--- src/rtl/pipe_ctrl_pkg.sv ---
// Shared definitions for the pipeline controller: stop levels, stall-bus
// width, the two stall patterns and the multi-cycle FSM state encodings.
package pipe_ctrl_pkg;

    localparam int unsigned STALL_W = 6;

    localparam logic STOP    = 1'b1;
    localparam logic NO_STOP = 1'b0;

    // Bit order: {WB, MEM/WB, EX/MEM, ID/EX, IF/ID, PC}
    localparam logic [STALL_W-1:0] STALL_NONE = '0;
    localparam logic [STALL_W-1:0] STALL_ID   = {NO_STOP, NO_STOP, NO_STOP, STOP, STOP, STOP};
    localparam logic [STALL_W-1:0] STALL_EX   = {NO_STOP, NO_STOP, STOP, STOP, STOP, STOP};

    typedef enum logic [1:0] {
        ST_IDLE = 2'd0,
        ST_RUN  = 2'd1,
        ST_DONE = 2'd2
    } state_t;

endpackage

--- src/rtl/pipe_perf_cnt.sv ---
// Saturating stall-cycle counter; only instantiated by pipe_ctrl when
// PIPE_CTRL_PERF_EN is defined.
module pipe_perf_cnt #(
    parameter int unsigned W = 32
) (
    input  logic         clk,
    input  logic         rst,
    input  logic         inc,
    output logic [W-1:0] count
);

    // Count qualifying cycles, holding at all-ones once reached
    always_ff @(posedge clk) begin
        if (rst) begin
            count <= '0;
        end else if (inc && (count != '1)) begin
            count <= count + W'(1);
        end
    end

endmodule

--- src/rtl/pipe_ctrl.sv ---
// Pipeline stall controller with a multi-cycle EX operation sequencer.
// Optional stall-cycle performance counter enabled by PIPE_CTRL_PERF_EN;
// without it stall_cycles is tied to zero and no counter is built.
import pipe_ctrl_pkg::*;

module pipe_ctrl #(
    parameter int unsigned MC_CNT_W = 6,
    parameter int unsigned PERF_W   = 32
) (
    input  logic                clk,
    input  logic                rst,
    input  logic                stallreq_id,
    input  logic                stallreq_ex,
    input  logic                mc_start,
    input  logic [MC_CNT_W-1:0] mc_cycles,
    input  logic                mc_flush,
    output logic [STALL_W-1:0]  stall,
    output logic                mc_busy,
    output logic                mc_done,
    output logic [PERF_W-1:0]   stall_cycles
);

    state_t              state;
    state_t              state_next;
    logic [MC_CNT_W-1:0] cnt;
    logic [MC_CNT_W-1:0] cnt_next;

    // State and down-counter registers
    always_ff @(posedge clk) begin
        if (rst) begin
            state <= ST_IDLE;
            cnt   <= '0;
        end else begin
            state <= state_next;
            cnt   <= cnt_next;
        end
    end

    // Next state: start only from IDLE, flush only from RUN (and beats count==1)
    always_comb begin
        state_next = state;
        cnt_next   = cnt;
        case (state)
            ST_IDLE: begin
                if (mc_start) begin
                    if (mc_cycles != '0) begin
                        state_next = ST_RUN;
                        cnt_next   = mc_cycles;
                    end else begin
                        state_next = ST_DONE;
                    end
                end
            end
            ST_RUN: begin
                if (mc_flush) begin
                    state_next = ST_IDLE;
                    cnt_next   = '0;
                end else if (cnt == MC_CNT_W'(1)) begin
                    state_next = ST_DONE;
                    cnt_next   = '0;
                end else begin
                    cnt_next = cnt - MC_CNT_W'(1);
                end
            end
            ST_DONE: begin
                state_next = ST_IDLE;
            end
            default: begin
                state_next = ST_IDLE;
                cnt_next   = '0;
            end
        endcase
    end

    // Outputs: status decoded from state, stall vector masked while in reset
    always_comb begin
        mc_busy = (state == ST_RUN);
        mc_done = (state == ST_DONE);
        stall   = STALL_NONE;
        if (!rst) begin
            if ((state == ST_RUN) || stallreq_ex) begin
                stall = STALL_EX;
            end else if (stallreq_id) begin
                stall = STALL_ID;
            end
        end
    end

`ifdef PIPE_CTRL_PERF_EN
    pipe_perf_cnt #(
        .W(PERF_W)
    ) u_perf_cnt (
        .clk   (clk),
        .rst   (rst),
        .inc   (stall[0]),
        .count (stall_cycles)
    );
`else
    assign stall_cycles = '0;
`endif

endmodule

--- config.mk ---
export PLATFORM = sky130hd
export DESIGN_NAME = pipe_ctrl
export DESIGN_NICKNAME = d
export VERILOG_FILES = /design/src/rtl/pipe_ctrl_pkg.sv /design/src/rtl/pipe_perf_cnt.sv /design/src/rtl/pipe_ctrl.sv
export SDC_FILE = /design/constraint.sdc
export NUM_CORES = 1
export LEC_CHECK = 0
export BUFFER_PORTS_ARGS = -buffer_cell sky130_fd_sc_hd__buf_4
export CAP_MARGIN = 25
export CORE_ASPECT_RATIO = 1.5
export CORE_MARGIN = 5
export CORE_UTILIZATION = 39
export DETAILED_ROUTE_END_ITERATION = 8
export PLACE_DENSITY_LB_ADDON = 0.2
export SLEW_MARGIN = 25
export SYNTH_ARGS = -nofsm -noshare
export SYNTH_HDL_FRONTEND = slang
export SYNTH_HIERARCHICAL = 1
export SYNTH_SLANG_ARGS = --single-unit
export TNS_END_PERCENT = 20
--- constraint.sdc ---
create_clock -name clk -period 1.4 [get_ports clk]
set_clock_uncertainty 0.15 [all_clocks]
set_input_delay 0.14 -clock clk [delete_from_list [all_inputs] [get_ports clk]]
set_output_delay 0.14 -clock clk [all_outputs]
set_load 0.05 [all_outputs]
==> metrics <==
Power Internal=approximately 0.00053 W; Sw Ratio=48.2%; Final Util=52.1%; hpwl dp=roughly 1700 um; Max VDD drop=0.441 mV; fraction of registers with async set/reset=0%; routed vias/inst=roughly 4.7; DRT antenna net count=0; total power=0.00103 W; via count=just under 800; fmax=around 610 MHz; register area=165 um2; ys flop type=dfxtp_1; hold path depth=3; die height=~68 um; crit path DAT=1.70 ns; Clock transition at path regs=0.06 ns; grt total ovfl=0; # port buffers=17; Distinct cells, synth=34; initial antenna violation count=0; required time worst endpoint=between 1 and 1.5 ns; Crit Path Category=flip-flop to flip-flop; Hold Path End=cnt[0]; Post-Syn Instances=106; Synth-to-Final Area Change=30.1%; TritonCTS sink count=8; die area=approximately 3300 um2; Post-synth EDFFs=0; Initial Util=about 40%; final hold violation count=0; worst-case reg-to-reg path depth=5; result of the run=finished, violations left; Core ar.=2180 um2; syn avg cell area=8.24 um2; clock network power share=between 10% and 20%; multi-input logic area=583 um2; Switch Pwr=roughly 0.00050 W; RSZ-0062 raised after global routing=yes; Fill cells=roughly 230; RePlAce Congestion=between 0.8 and 0.9; Num CTS Buffers=3; fin. max-slew vios=0; Nets=approximately 160; final setup vio count=12; max-cap viol count=0; first-pass GRT wire length=around 3400 um; vias in the first global route=735; overall routing resource usage=between 10% and 20%; DRT Pass-1 Iters=4; htree depth=1; Setup crit end kind=flip-flop; Hold WS=just under 0.09 ns; most frequent cells in the layout=conb_1 (34), buf_4 (30), nor2_1 (10); flops & latches, synth=8; share of layout cells above drive strength 1=between 40% and 50%; Seq/Total Area, Yosys=a little under a fifth; Routed WL per cell=~13 um; R2R Setup Slk=-0.24 ns; Clk Tree Root Cell=clkbuf_4; CP Launch Type=flip-flop; post-route minimum period=around 1.6 ns; WL final=between 2000 and 2500 um; Ports=between 50 and 60; worst skew pair latency=between 0.2 and 0.3 ns; commonest non-fill, non-tap cell in the layout=conb_1; pin count of the biggest net entering global routing=10; DRC=0; Reg power frac=25.8%; period utilization=117%; Critical Path Fanout Max=7; # diodes=0; Comb power frac=55.4%; failing checks=setup timing; DR iter-0 viols=29; Worst Hold Launch=mc_cycles[0]; leakage power=approximately 0.57 nW; Longest Clk Path Bufs=2; Cell Area, Synth=approximately 870 um2; RR Startpoint=state[1]; Ys Warns=6; Worst Hold Class=input pin to flip-flop; Power per Cell Area=approximately 900 nW/um2; die width=48.6 um; reg2reg end=cnt[4]; FP Rows=21; CTS tree=done; final worst slack=-0.237 ns
## cells by family after synthesis
family          after synthesis  share of synthesized area, %
other cells                   1                         0.429
mux                           1                          1.15
compound gates               17                          17.9
flops                         8                          18.3
fa+ha+maj                     2                          2.86
simple gates                 36                          25.4
buf+inv                      41                          34.0
## power by group through the flow
stage          logic, W  registers, W  clock network [W]
5_1_grt        0.000608      0.000269           0.000202
2_1_floorplan  0.000481      0.000269                  0
3_3_place_gp   0.000535      0.000268                  0
4_1_cts        0.000553      0.000265           0.000201
6_report       0.000572      0.000266           0.000193
3_5_place_dp   0.000537      0.000270                  0
## metrics by stage
| step | instances | worst slack, ns | TNS, ns | cell area, um2 |
|---|---|---|---|---|
| after global placement | 159 | -0.196 | -0.859 | 1030 |
| after global routing | 166 | -0.299 | -2.74 | 1140 |
| after floorplan | 139 | -0.262 | -1.06 | 1030 |
| after detailed placement | 159 | -0.268 | -1.00 | 1030 |
| after CTS | 166 | -0.255 | -2.20 | 1110 |
| final | 166 | -0.237 | -2.06 | 1140 |
## final cells by class
cell class	instances	area share [%]
tap	23	2.53
sequential	8	14.5
timing repair buffer	39	28.6
clock buffer	3	1.98
inverter	3	0.991
multi-input combinational	90	51.3
## state kept, by name, summed over array words and instances (netlist names)
signal	count
cnt	6
state	2
## Yosys cell counts (2+ instances only)
cell type | number | area share (%)
nor3_1 | 3 | 1.7
nor2b_1 | 3 | 2.1
a21oi_1 | 3 | 1.7
nor2_1 | 13 | 5.6
dfxtp_1 | 8 | 18
a221o_1 | 3 | 3.4
ha_1 | 2 | 2.9
nand2_1 | 2 | 0.86
inv_1 | 3 | 1.3
a22o_1 | 5 | 5.0
buf_4 | 38 | 33
## per-layer routing
layer  global-route usage, %  wire length (um)  up-vias  share of wire (%)
met2                    24.8              1210       33                 55
met4                    9.09                59        0                2.7
met5                       0                 0        -                  0
li1                        -                 -      383                  -
met1                    12.9               765      359                 35
met3                    2.18               172        4                7.8
## worst max-delay path: stages, from the launching register on
cell and delay, ns:
dfxtp_2 0.33, buf_6 0.11, or3b_4 0.39, a31oi_4 0.25
a32o_2 0.22, a221o_1 0.13
## worst max-delay path by stage
stage	from	endpoint	slack, ns	cells after the start
after floorplan	state[0]	stall[1]	-0.26	5
after global routing	state[1]	cnt[3]	-0.30	5
after detailed placement	cnt[1]	cnt[4]	-0.27	6
final	state[1]	cnt[4]	-0.24	5
after global placement	cnt[0]	cnt[4]	-0.20	6
after CTS	state[1]	stall[2]	-0.25	5
## repair_timing
action	in CTS	in global routing
gates cloned	0	0
buffers inserted	3	0
hold buffers	1	0
setup endpoints to repair	12	14
gates resized for setup	9	9
hold endpoints to repair	1	0
pin swaps	4	6
Note: power is estimated with default switching activity, not from simulation.
